**src/rtl/matrix_pkg.sv**
```systemverilog
// Shared types for the UART-to-matrix frame loader: FSM states, error causes
// and the default frame start marker.
package matrix_pkg;

  localparam logic [7:0] SYNC_BYTE_DEFAULT = 8'hA5;

  typedef enum logic [1:0] {
    IDLE,
    PAYLOAD,
    CHECK
  } loader_state_e;

  typedef enum logic [1:0] {
    ERR_NONE    = 2'b00,
    ERR_CSUM    = 2'b01,
    ERR_TIMEOUT = 2'b10,
    ERR_RX      = 2'b11
  } err_code_e;

endpackage

```
**src/rtl/matrix_uart_loader_if.sv**
```systemverilog
// Byte stream from the UART receiver: data with a valid strobe and a
// framing-error strobe. The receiver is master, the loader is slave.
interface matrix_uart_loader_if;
  logic [7:0] rx_data;
  logic       rx_valid;
  logic       rx_err;

  modport master (output rx_data, output rx_valid, output rx_err);
  modport slave  (input  rx_data, input  rx_valid, input  rx_err);
endinterface

```
**src/rtl/loader_timeout.sv**
```systemverilog
// Inter-byte watchdog: reload arms a CYCLES-long window; o_expired rises in
// the CYCLES-th cycle after the reload if no further reload has arrived.
module loader_timeout #(
  parameter int CYCLES = 100000
) (
  input  logic clk,
  input  logic rst_n,
  input  logic i_reload,
  input  logic i_run,
  output logic o_expired
);

  localparam int              CW   = (CYCLES > 1) ? $clog2(CYCLES) : 1;
  localparam logic [CW-1:0]   LOAD = CW'(CYCLES - 1);

  logic [CW-1:0] r_count;

  // NOTE: sequential state uses non-blocking assignments so every flop samples
  // pre-edge values regardless of block ordering.
  always_ff @(posedge clk or negedge rst_n) begin
    if (!rst_n) begin
      r_count <= '0;
    end else if (i_reload) begin
      r_count <= LOAD;
    end else if (i_run && (r_count != '0)) begin
      r_count <= r_count - CW'(1);
    end
  end

  // Saturates at zero, so expiry stays asserted until the FSM leaves the frame.
  assign o_expired = i_run && (r_count == '0);

endmodule

```
**src/rtl/matrix_uart_loader.sv**
```systemverilog
// Frame decoder: sync byte, DEPTH payload bytes written to consecutive
// addresses, then an 8-bit additive checksum. All outputs are registered.
module matrix_uart_loader
  import matrix_pkg::*;
#(
  parameter int         ADDR_WIDTH     = 8,
  parameter logic [7:0] SYNC_BYTE      = SYNC_BYTE_DEFAULT,
  parameter int         TIMEOUT_CYCLES = 100000
) (
  input  logic                  clk,
  input  logic                  rst_n,
  matrix_uart_loader_if.slave   rx,
  output logic                  mem_we,
  output logic [ADDR_WIDTH-1:0] mem_waddr,
  output logic [7:0]            mem_wdata,
  output logic                  busy,
  output logic                  frame_done,
  output logic                  frame_err,
  output logic [1:0]            err_code,
  output logic                  matrix_valid
);

  localparam int            DEPTH    = 1 << ADDR_WIDTH;
  localparam int            CW       = ADDR_WIDTH + 1;
  localparam logic [CW-1:0] LAST_IDX = CW'(DEPTH - 1);

  loader_state_e r_state, w_next;

  logic [CW-1:0]         r_count;
  logic [7:0]            r_sum;
  logic                  r_we;
  logic [ADDR_WIDTH-1:0] r_waddr;
  logic [7:0]            r_wdata;
  logic                  r_busy;
  logic                  r_done;
  logic                  r_err;
  err_code_e             r_err_code;
  logic                  r_matrix_valid;

  logic      w_start;
  logic      w_write;
  logic      w_done;
  logic      w_fail;
  err_code_e w_fail_code;
  logic      w_expired;

  loader_timeout #(
    .CYCLES (TIMEOUT_CYCLES)
  ) u_timeout (
    .clk       (clk),
    .rst_n     (rst_n),
    .i_reload  (w_start | w_write),
    .i_run     (r_state != IDLE),
    .o_expired (w_expired)
  );

  always_ff @(posedge clk or negedge rst_n) begin
    if (!rst_n) r_state <= IDLE;
    else        r_state <= w_next;
  end

  // Priority inside a frame: rx_err, then rx_valid, then watchdog expiry.
  always_comb begin
    // NOTE: every combinational output gets a default first, so no path can
    // leave a signal unassigned and infer a latch.
    w_next      = r_state;
    w_start     = 1'b0;
    w_write     = 1'b0;
    w_done      = 1'b0;
    w_fail      = 1'b0;
    w_fail_code = ERR_NONE;
    case (r_state)
      IDLE: begin
        if (rx.rx_valid && !rx.rx_err && (rx.rx_data == SYNC_BYTE)) begin
          w_next  = PAYLOAD;
          w_start = 1'b1;
        end
      end
      PAYLOAD: begin
        if (rx.rx_err) begin
          w_next      = IDLE;
          w_fail      = 1'b1;
          w_fail_code = ERR_RX;
        end else if (rx.rx_valid) begin
          w_write = 1'b1;
          if (r_count == LAST_IDX) w_next = CHECK;
        end else if (w_expired) begin
          w_next      = IDLE;
          w_fail      = 1'b1;
          w_fail_code = ERR_TIMEOUT;
        end
      end
      CHECK: begin
        if (rx.rx_err) begin
          w_next      = IDLE;
          w_fail      = 1'b1;
          w_fail_code = ERR_RX;
        end else if (rx.rx_valid) begin
          w_next = IDLE;
          if (rx.rx_data == r_sum) begin
            w_done = 1'b1;
          end else begin
            w_fail      = 1'b1;
            w_fail_code = ERR_CSUM;
          end
        end else if (w_expired) begin
          w_next      = IDLE;
          w_fail      = 1'b1;
          w_fail_code = ERR_TIMEOUT;
        end
      end
      default: w_next = IDLE;
    endcase
  end

  always_ff @(posedge clk or negedge rst_n) begin
    if (!rst_n) begin
      r_count        <= '0;
      r_sum          <= '0;
      r_we           <= 1'b0;
      r_waddr        <= '0;
      r_wdata        <= '0;
      r_busy         <= 1'b0;
      r_done         <= 1'b0;
      r_err          <= 1'b0;
      r_err_code     <= ERR_NONE;
      r_matrix_valid <= 1'b0;
    end else begin
      r_we   <= w_write;
      r_busy <= (w_next != IDLE);
      r_done <= w_done;
      r_err  <= w_fail;
      if (w_fail) r_err_code <= w_fail_code;
      if (w_start) begin
        r_count        <= '0;
        r_sum          <= '0;
        r_matrix_valid <= 1'b0;
      end
      if (w_write) begin
        r_waddr <= r_count[ADDR_WIDTH-1:0];
        r_wdata <= rx.rx_data;
        r_count <= r_count + CW'(1);
        r_sum   <= r_sum + rx.rx_data;
      end
      if (w_done) r_matrix_valid <= 1'b1;
    end
  end

  assign mem_we       = r_we;
  assign mem_waddr    = r_waddr;
  assign mem_wdata    = r_wdata;
  assign busy         = r_busy;
  assign frame_done   = r_done;
  assign frame_err    = r_err;
  assign err_code     = r_err_code;
  assign matrix_valid = r_matrix_valid;

endmodule
```
**src/flat_wrapper.sv**
```systemverilog
// flat-port wrapper written by rule: the top's interface ports become plain ports
module matrix_uart_loader_flat import matrix_pkg::*;
#(
  parameter int         ADDR_WIDTH     = 8,
  parameter logic [7:0] SYNC_BYTE      = SYNC_BYTE_DEFAULT,
  parameter int         TIMEOUT_CYCLES = 100000
)
  (clk, rst_n, mem_we, mem_waddr, mem_wdata, busy, frame_done, frame_err, err_code, matrix_valid, rx_rx_data, rx_rx_valid, rx_rx_err);
  matrix_uart_loader_if rx_i ();
  input  logic clk;
  input  logic rst_n;
  output logic mem_we;
  output logic [ADDR_WIDTH-1:0] mem_waddr;
  output logic [7:0] mem_wdata;
  output logic busy;
  output logic frame_done;
  output logic frame_err;
  output logic [1:0] err_code;
  output logic matrix_valid;
  input wire logic [$bits(rx_i.rx_data)-1:0] rx_rx_data;
  input wire logic [$bits(rx_i.rx_valid)-1:0] rx_rx_valid;
  input wire logic [$bits(rx_i.rx_err)-1:0] rx_rx_err;
  assign rx_i.rx_data = rx_rx_data;
  assign rx_i.rx_valid = rx_rx_valid;
  assign rx_i.rx_err = rx_rx_err;
  matrix_uart_loader #(.ADDR_WIDTH(ADDR_WIDTH), .SYNC_BYTE(SYNC_BYTE), .TIMEOUT_CYCLES(TIMEOUT_CYCLES)) u_core (.clk(clk), .rst_n(rst_n), .rx(rx_i), .mem_we(mem_we), .mem_waddr(mem_waddr), .mem_wdata(mem_wdata), .busy(busy), .frame_done(frame_done), .frame_err(frame_err), .err_code(err_code), .matrix_valid(matrix_valid));
endmodule
```
**config.mk**
```make
export PLATFORM = sky130hd
export DESIGN_NAME = matrix_uart_loader_flat
export DESIGN_NICKNAME = d
export VERILOG_FILES = /design/src/rtl/matrix_pkg.sv /design/src/rtl/matrix_uart_loader_if.sv /design/src/rtl/loader_timeout.sv /design/src/rtl/matrix_uart_loader.sv /design/src/flat_wrapper.sv
export SDC_FILE = /design/constraint.sdc
export NUM_CORES = 1
export LEC_CHECK = 0
export ABC_CLOCK_PERIOD_IN_PS = 2350
export BUFFER_PORTS_ARGS = -buffer_cell sky130_fd_sc_hd__buf_4
export CAP_MARGIN = 5
export CORE_MARGIN = 1
export CORE_UTILIZATION = 30
export CTS_BUF_LIST = sky130_fd_sc_hd__clkbuf_4
export DETAILED_ROUTE_END_ITERATION = 16
export PLACE_DENSITY = 0.54
export SETUP_SLACK_MARGIN = 0.4
export SLEW_MARGIN = 20
export SYNTH_ARGS = -nofsm -noshare
export SYNTH_HDL_FRONTEND = slang
export SYNTH_HIERARCHICAL = 1
export SYNTH_SLANG_ARGS = --single-unit
```
**constraint.sdc**
```tcl
create_clock -name clk -period 2.35 [get_ports clk]
set_input_delay 0.1175 -clock clk [delete_from_list [all_inputs] [get_ports clk]]
set_output_delay 0.1175 -clock clk [all_outputs]
set_load 0.01 [all_outputs]
```
[Yosys cells after proc, flatten, opt, wreduce, memory -nomap -nowiden]
Index checks and enable logic that the tools add are counted.
Operators by class
  add/sub/neg operators: 3
  eq/ne operators: 5
  mux-type cells: 39
  reduce and logical (&&, ||, !) cells: 13
  bitwise logic cells: 1
Operators with widths (number)
  two-way mux 17 bit: 2
  two-way mux 2 bit: 12
  two-way mux 1 bit: 18
  two-way mux 9 bit: 2
  logical NOT 17 bit: 1
  nonzero test 17 bit: 1
  subtractor 17 x 1 -> 17 bit (second input constant): 1
  two-way mux 8 bit: 2
  nonzero test 2 bit: 5
  adder 9 x 1 -> 9 bit (second input constant): 1
  equality test 9 x 8 -> 1 bit (second input constant): 1
  adder 8 bit: 1
  equality test 8 bit: 1
  equality test 8 bit (second input constant): 1
  case mux 2 bit (3 select lines): 1
  logical AND 1 bit: 4
  case mux 2 bit (2 select lines): 1
  equality test 2 x 1 -> 1 bit (second input constant): 1
  equality test 2 bit (second input constant): 1
  logical NOT 2 bit: 1
  case mux 1 bit (2 select lines): 1
  logical NOT 1 bit: 1
  bitwise OR 1 bit: 1
Storage, ports and cells
  logic and storage cells: 73
  input port bits: 12
  flip-flop bits (word level): 59
  output and inout bits: 23

[Longest topological paths before layout]
Gate-level depths: netlist (run 1).
  depth after elaboration: 7
  depth in mapped cells: 10
  depth with buffers taken out: 10

[By module]
The synthesis (run 1) kept the hierarchy.
Modules (own cells, without submodules)
  matrix_uart_loader: times used 1, cells an instance 233, sequential area each 1051.0 µm², area an instance 2155.8 µm²
  loader_timeout: times used 1, cells an instance 98, sequential area each 425.4 µm², area an instance 943.4 µm²

[Worst setup path before layout (run 1)]
OpenSTA, ideal clock, no wires.
  kind: reg2reg
  from: register u_core.r_state[0]
  to: register u_core.u_timeout.r_count[13]
  stages on the path, launching flop included: 9
  required time: 2230 ps
  setup slack: 300 ps
  period minus slack after synthesis: 2050 ps
  arrival time: 1930 ps
  path buffers: 0
  setup time: 120 ps
  cells stage by stage: dfrtp_1 > inv_1 > ha_1 > inv_1 > nor4b_1 > nand2_1 > nor4_2 > a21oi_1 > a31o_2
Between the ends
  longest elaborated chain between the ends: 4
  elaborated cells between the ends (all ways): 9
  those cells by class: eq/ne: 1; mux: 3; bitwise: 1; reduce/logical: 4
Ends and longest elaborated chain
  start: declaration: RTL line matrix_uart_loader.sv:27  | loader_state_e r_state, w_next;
  start signal: assignment: RTL line matrix_uart_loader.sv:59  | else r_state <= w_next;
  equality test 2 x 1 -> 1 bit or logical NOT 2 bit (tied branches): RTL line matrix_uart_loader.sv:72  | case (r_state)
  two-way mux 1 bit: RTL line matrix_uart_loader.sv:72
  bitwise OR 1 bit: RTL line matrix_uart_loader.sv:52  | .i_reload (w_start | w_write),
  two-way mux 17 bit or nonzero test 2 bit (tied branches)
  end signal: assignment: RTL line loader_timeout.sv:26  | r_count <= r_count - CW'(1);
  end: declaration: RTL line loader_timeout.sv:16  | logic [CW-1:0] r_count;
Parallel ways exist; a longest one is shown, timed or not.
A chain may end at the register's enable or synchronous reset.

[Worst setup path in the final report (run 1)]
  from: register u_core.u_timeout.r_count[12]
  to: register u_core.r_busy, in the netlist u_core/busy
Between the ends
  longest elaborated chain between the ends: 7
  elaborated cells between the ends (all ways): 9
  those cells by class: mux: 6; reduce/logical: 3
Ends and longest elaborated chain
  logical NOT 17 bit *: RTL line loader_timeout.sv:31  | assign o_expired = i_run && (r_count == '0);
  logical AND 1 bit *: RTL line loader_timeout.sv:31
  net u_core.w_expired: RTL line matrix_uart_loader.sv:45  | logic w_expired;
  two-way mux 2 bit *: RTL line matrix_uart_loader.sv:87, matrix_uart_loader.sv:106
  two-way mux 2 bit, on equally long branches: RTL line matrix_uart_loader.sv:98, matrix_uart_loader.sv:84
  two-way mux 2 bit, on equally long branches: RTL line matrix_uart_loader.sv:94, matrix_uart_loader.sv:80
  case mux 2 bit (3 select lines) *: RTL line matrix_uart_loader.sv:72
  net u_core.w_next[1]: RTL line matrix_uart_loader.sv:27
  nonzero test 2 bit *: RTL line matrix_uart_loader.sv:130  | r_busy <= (w_next != IDLE);
  end signal: assignment: RTL line matrix_uart_loader.sv:130
  end: declaration: RTL line matrix_uart_loader.sv:34  | logic r_busy;
The timed path passes the listed nets; every way through them passes the cells marked *.

==> results by group, run 1 <==
Finish
  – Synth-to-layout area growth: 34.2%
  – Layout Utilization: 42.0%
  – Layout fillers: 982
  – Nets@finish: 434
  – Most frequent cells in the layout: nand2_1, buf_4, dfrtp_1
  – Commonest non-fill, non-tap cell in the layout: nand2_1
  – ANT cells: 0
  – Non-Filler Instances: 545
  – Final Cell Area: 0.00416 mm^2
  – Share of cells above drive strength 1: 30.1%

Critical path
  – Buf/Inv on CP: 0
  – Critical-path cell list: or3_4, nor4_4, nor2b_4, nor2b_4, nor2_2, o21ai_1, a211oi_2, o21bai_1
  – CP peak stage delay: 430 ps
  – Worst r2r dst: u_core/busy
  – Crit-path slowest cell: or3_4
  – Worst r2r src: u_core/u_timeout/r_count[12]
  – Category of the most critical setup path: register to register
  – Crit. Startpoint: u_core/u_timeout/r_count[12]
  – CP top delay family: simple AND/OR/NAND/NOR gates
  – Critical Path Fanout Max: 6
  – Flop2flop setup slack: 370 ps
  – Startpoint Class: register
  – Reg2Reg Depth: 8
  – CP dominant cell by count: nor2b_4
  – Critical path arrival: 2270 ps
  – Critical path required time: 2640 ps
  – Crit. End Element: register

Logic synthesis
  – Yosys top cell area share: 47.6%
  – Syn_area_per_cell: 9.36 um^2
  – Area leader, netlist: dfrtp_1
  – Mapped Cells: 331
  – Top_reg_cell synth: dfrtp_1
  – Synth cell types: 54
  – Post-synth EDFFs: 0
  – Post-synthesis mux area share: 0.646%
  – FF+latch count, synth: 59
  – Adder-cell share of the synthesized area: 6.30%
  – Largest family of logic cells by synthesized area: simple AND/OR/NAND/NOR gates
  – Compound-Gate Fraction of Synth Area: 15.3%
  – Net Count, Synth: 358
  – Syn. warnings: 6
  – Post-Synth Simple-Gate Area: 24.1%
  – Synth Area in XOR/XNOR: 2.83%
  – Post-synthesis async set-or-reset flop share: 100%
  – Cell Area, Synth: 0.00310 mm^2
  – Post-synthesis sequential area ratio: 47.6%
  – Synth top area cells: dfrtp_1, nand2_1, ha_1

STA
  – Final slew viol count: 0
  – Slew @ Worst Pin: 764 ps
  – Unrepaired setup endpoints after global routing: true
  – Hold slack: 182 ps
  – Max Fclk: 0.504 GHz
  – Minimum clock period: 1980 ps
  – Slew headroom: 49.0%
  – Tcrit/Tclk final: 84.4%
  – Final WS setup: 366 ps
  – Clk_skew: 23.5 ps
  – Count of final setup violators: 0
  – Setup TNS Final: 0 ps
  – Final hold vios: 0

Floorplan
  – I/O pin count: 35
  – Initial Utilization: 31.3%
  – Row count: 36
  – Core area: 0.00991 mm^2
  – Die Y-Extent: 104 um
  – Die ar.: 0.0107 mm^2
  – Die W: 104 um

Placed design
  – DP Cell Count: 498
  – Dpl ws: 127 ps
  – Placed Area: 0.00354 mm^2
  – Dpl hpwl: 4600 um
  – PortBufs: 34
  – Gpl congestion: 0.752

Route
  – Post-Route M1 WL: 3520 um
  – Routed WL: 7310 um
  – Top layer in use: met4
  – DR vias/cell: 4.81
  – Met3 wire length: 228 um
  – Routed Antenna Nets: 0
  – Met2 WL: 3490 um
  – Vias: 2619
  – Post-DR wirelength/cell: 13.4 um
  – Drt first-iter violations: 83
  – TritonRoute pass-1 iters: 4
  – DRC errors left: 0

Outcome
  – Status: completed

Power
  – Pleak: 1.94 nW
  – VDD IR max: 0.312 mV
  – Pwr/cell area: 660 mW/mm^2
  – Total chip power: 2.74 mW

Clocking
  – Worst-path clk slew: 110 ps
  – Clock Latency Late Sink: 410 ps
  – CTS root buf: clkbuf_4
  – TritonCTS clock tree: built
  – H-tree depth: 3
  – Clock tree buffer depth: 2
  – Sink Count: 59
  – CTS buffer count: 9

Worst hold path
  – Worst Hold End: u_core/err_code[0]
  – Hold Path Stages: 5
  – Hold path startpoint: rx_rx_valid
  – HP Class: input pin to register

GRT
  – Initial antenna violation count: 0
  – First-pass GRT wire length: 12000 um
  – Global route total overflow: 0
  – Largest net degree at the start of global routing: 60
  – Vias in the first global route: 2514
  – GRT Overall Usage: 13.8%

Flow run
  – Maxcap violations: 0
synth_stat cells (all sizes together), types with 2 or more instances:
cell and count:
a211oi 4, a21o 4, a21oi 14, a22o 3, a31oi 6, and3 7, and4bb 2, buf 5
clkbuf 4, dfrtp 59, ha 14, inv 12, mux2i 2, nand2 78, nand2b 3, nand3 6
nand4 2, nor2 25, nor2b 6, nor3 5, nor4 3, nor4b 3, nor4bb 2, o21ai 28
o21bai 3, or4 2, xnor2 10
power by group:
| part | internal (mW) | leakage [nW] | switching [mW] | total (mW) |
|---|---|---|---|---|
| combinational | 0.356 | 1.12 | 0.341 | 0.698 |
| sequential | 1.15 | 0.755 | 0.149 | 1.30 |
| clock | 0.335 | 0.0686 | 0.409 | 0.745 |
| total | 1.85 | 1.94 | 0.899 | 2.74 |
worst max-delay path by stage:
stage | cells past startpoint | slack [ps] | end
final | 8 | 370 | u_core/busy
after global routing | 8 | 300 | u_core/busy
after CTS | 9 | 380 | u_core/busy
after detailed placement | 10 | 130 | u_core/busy
after global placement | 10 | 230 | u_core/busy
after floorplan | 9 | 410 | u_core/busy
cell families (layout without fill, tap and decap cells):
group | after synthesis | in the layout
AOI/OAI and AO/OA | 73 | 73
xor gates and xnor gates | 10 | 10
adders and majority gates | 15 | 15
buffers and inverters | 22 | 103
DFF | 59 | 59
muxes | 2 | 2
and+or+nand+nor | 150 | 150
sequential cells by signal, summed over array words and instances (netlist names):
register / count
u_core/u_timeout/r_count: 17
u_core/frame_err: 1
u_core/mem_wdata: 8
u_core/r_state: 2
u_core/frame_done: 1
u_core/mem_we: 1
u_core/matrix_valid: 1
u_core/err_code: 2
u_core/r_count: 9
u_core/mem_waddr: 8
u_core/r_sum: 8
u_core/busy: 1
cell type report:
cell class                      count  area (um^2)  area share, %
Clock buffer                       10         75.1           1.80
Multi-Input combinational cell    250         1740           41.8
Tap cell                          133          166           4.00
Sequential cell                    59         1480           35.5
Clock inverter                      6         66.3           1.59
Inverter                           13         48.8           1.17
Timing Repair Buffer               74          584           14.0
per-layer routing:
| layer | global-route usage (%) | vias to the layer above |
|---|---|---|
| li1 | - | 1310 |
| met1 | 18.2 | 1265 |
| met2 | 22.1 | 36 |
| met3 | 3.78 | 8 |
| met4 | 4.04 | 0 |
| met5 | 0 | - |
repair_timing:
item,4_1_cts,5_1_grt
resized for setup,19,27
hold buffers,10,0
endpoints found under the hold margin,69,0
setup buffers,6,15
endpoints found under the setup margin,21,20
pin swaps,3,14
worst register-to-register path: cells and delay by family, from the launching register on:
kind | cells | cell delay [ps]
AND/OR/NAND/NOR | 5 | 1110
AO/OA/AOI/OAI | 3 | 340
flip-flops | 1 | 420
Note: power is estimated with default switching activity, not from simulation.
==> run 2: changes to the inputs <==
--- a/config.mk
+++ b/config.mk
@@ -5,7 +5,7 @@
 export SDC_FILE = /design/constraint.sdc
 export NUM_CORES = 1
 export LEC_CHECK = 0
-export ABC_CLOCK_PERIOD_IN_PS = 2350
+export ABC_CLOCK_PERIOD_IN_PS = 2000
 export BUFFER_PORTS_ARGS = -buffer_cell sky130_fd_sc_hd__buf_4
 export CAP_MARGIN = 5
 export CORE_MARGIN = 1
==> constraint.sdc (replaced) <==
create_clock -name clk -period 2 [get_ports clk]
set_input_delay 0.1 -clock clk [delete_from_list [all_inputs] [get_ports clk]]
set_output_delay 0.1 -clock clk [all_outputs]
set_load 0.01 [all_outputs]
==> run 2 against run 1 <==
Compared with the run above: final cell count increased by 5.5%; first-iteration DRC count decreased by 14%; clock power increased by 53%; non-clock buffer count increased by 30; sequential power increased by 18%; die area unchanged; total power increased by 34%; utilization increased by 6.4 points; clock-buffer cell count decreased by 1; combinational power increased by 45%; worst hold slack got worse by 85 ps; maximum frequency increased by 5.4%; highest routed layer unchanged.
==> results by group, run 2 (synthesis results as in run 1) <==
GRT
  – Initial antenna violation count: 0 (unchanged)
  – Largest net degree at the start of global routing: 60 (unchanged)
  – Vias in the first global route: 2854 (was 2514)
  – GRT Overall Usage: 15.4% (was 13.8%)
  – First-pass GRT wire length: 13400 um (was 12000 um)
  – Global route total overflow: 0 (unchanged)

Finish
  – Share of cells above drive strength 1: 42.1% (was 30.1%)
  – Commonest non-fill, non-tap cell in the layout: buf_4 (was nand2_1)
  – Most frequent cells in the layout: buf_4, nand2_1, dfrtp_1 (was nand2_1, buf_4, dfrtp_1)
  – Synth-to-layout area growth: 54.7% (was 34.2%)
  – Largest reg by FF count: u_core/u_timeout/r_count (unchanged)
  – ANT cells: 0 (unchanged)
  – Nets@finish: 464 (was 434)
  – Largest regs: u_core/u_timeout/r_count x17, u_core/r_count x9 (unchanged)
  – Max reg flops: 17 (unchanged)
  – Final Cell Area: 0.00479 mm^2 (was 0.00416 mm^2)

STA
  – Setup TNS Final: 0 ps (unchanged)
  – Clk_skew: 19.5 ps (was 23.5 ps)
  – Hold slack: 97.3 ps (was 182 ps)
  – Slew headroom: 48.9% (was 49.0%)
  – Max Fclk: 0.531 GHz (was 0.504 GHz)
  – Final hold vios: 0 (unchanged)
  – Final slew viol count: 0 (unchanged)
  – Final WS setup: 118 ps (was 366 ps)
  – Slew @ Worst Pin: 767 ps (was 764 ps)
  – Unrepaired setup endpoints after global routing: true (unchanged)
  – Count of final setup violators: 0 (unchanged)
  – Tcrit/Tclk final: 94.1% (was 84.4%)
  – Minimum clock period: 1880 ps (was 1980 ps)

Floorplan
  – Row count: 36 (unchanged)
  – Die Y-Extent: 104 um (unchanged)
  – Core area: 0.00991 mm^2 (unchanged)
  – Die W: 104 um (unchanged)
  – Die ar.: 0.0107 mm^2 (unchanged)
  – I/O pin count: 35 (unchanged)
  – Initial Utilization: 31.3% (unchanged)

Route
  – Vias: 2781 (was 2619)
  – Routed WL: 7960 um (was 7310 um)
  – TritonRoute pass-1 iters: 4 (unchanged)
  – DRC errors left: 0 (unchanged)
  – Post-DR wirelength/cell: 13.8 um (was 13.4 um)
  – DR vias/cell: 4.84 (was 4.81)
  – Drt first-iter violations: 71 (was 83)
  – Routed Antenna Nets: 0 (unchanged)

Critical path
  – Critical-path cell list: nor3_2, nor4b_4, nand3_2, nor2b_4, nor2b_4, nor2_2, o21ai_2, a211oi_2, o21bai_1 (was or3_4, nor4_4, nor2b_4, nor2b_4, nor2_2, o21ai_1, a211oi_2, o21bai_1)
  – Critical Path Fanout Max: 4 (was 6)
  – Crit-path slowest cell: dfrtp_1 (was or3_4)
  – CP top delay family: simple AND/OR/NAND/NOR gates (unchanged)
  – CP peak stage delay: 430 ps (about the same)
  – Crit. End Element: register (unchanged)
  – Buf/Inv on CP: 0 (unchanged)
  – Critical path required time: 2270 ps (was 2640 ps)
  – CP dominant cell by count: nor2b_4 (unchanged)
  – Category of the most critical setup path: register to register (unchanged)
  – Critical path arrival: 2160 ps (was 2270 ps)
  – Startpoint Class: register (unchanged)

Placed design
  – Placed Area: 0.00376 mm^2 (was 0.00354 mm^2)
  – Gpl congestion: 0.754 (was 0.752)
  – PortBufs: 34 (unchanged)
  – Dpl ws: 32.1 ps (was 127 ps)
  – Dpl hpwl: 4850 um (was 4600 um)

Power
  – VDD IR max: 0.387 mV (was 0.312 mV)
  – Pleak: 2.21 nW (was 1.94 nW)
  – Pwr/cell area: 769 mW/mm^2 (was 660 mW/mm^2)

Clocking
  – CTS root buf: clkbuf_4 (unchanged)
  – CTS buffer count: 9 (unchanged)
  – Clock Latency Late Sink: 410 ps (about the same)
  – H-tree depth: 3 (unchanged)
  – Worst-path clk slew: 100 ps (was 110 ps)
  – TritonCTS clock tree: built (unchanged)
  – Clock tree buffer depth: 2 (unchanged)
  – Sink Count: 59 (unchanged)

Worst hold path
  – HP Class: input pin to register (unchanged)

Flow run
  – Maxcap violations: 0 (unchanged)

Outcome
  – Status: completed (unchanged)
==> run 2: final timing paths <==
kind	startpoint	to	slack, ps	cells past startpoint
worst max-delay path	u_core/u_timeout/r_count[7]	u_core/busy	120	9
worst min-delay path	rx_rx_err	u_core/frame_err	100	4
worst max register to register	u_core/u_timeout/r_count[7]	u_core/busy	120	9
worst min register to register	u_core/mem_wdata[3]	u_core/mem_wdata[3]	490	2
max in group asynchronous	rst_n	u_core/r_sum[1]	1150	2
min in group asynchronous	rst_n	u_core/err_code[0]	310	2
==> run 2: per-layer routing <==
metal / vias up / GRT usage [%] / part of all wire (%)
li1: 1373 / - / -
met1: 1360 / 19.0 / 46
met2: 44 / 25.7 / 50
met3: 4 / 4.85 / 3.2
met4: 0 / 4.35 / 0.75
met5: - / 0 / 0
==> run 2: layout make-up <==
type / count / area, um^2
clock buffer: 9 / 67.6
clock inverter: 7 / 125
fill: 917 / 5120
inverter: 13 / 61.3
multi-input combinational: 250 / 1990
sequential: 59 / 1480
tap: 133 / 166
timing repair buffer: 104 / 908
==> run 2: timing repair <==
| action | in CTS | in global routing |
|---|---|---|
| hold endpoints to repair | 69 | 0 |
| cloned | 0 | 2 |
| gates resized for setup | 51 | 47 |
| hold buffers | 10 | 0 |
| setup buffers | 23 | 13 |
| pin swaps | 36 | 30 |
| endpoints found under the setup margin | 50 | 33 |
==> run 2: tightest hold or removal path, stage by stage <==
cell and delay [ps]:
buf_4 100, o31ai_1 80, buf_4 140, inv_2 40
==> run 2: through the flow <==
stage / cells / power [mW] / util (%)
2_1_floorplan: 331 / 2.00 / -
3_3_place_gp: 511 / 2.25 / 38.0
3_5_place_dp: 511 / 2.28 / 38.0
4_1_cts: 560 / 3.61 / 45.0
5_1_grt: 575 / 3.92 / 48.4
6_report: 575 / 3.69 / 48.4
==> run 2: power breakdown <==
group	switching, mW	internal [mW]	total [mW]	leakage, nW
registers	0.184	1.35	1.54	0.754
logic	0.467	0.540	1.01	1.36
clock network	0.498	0.643	1.14	0.101
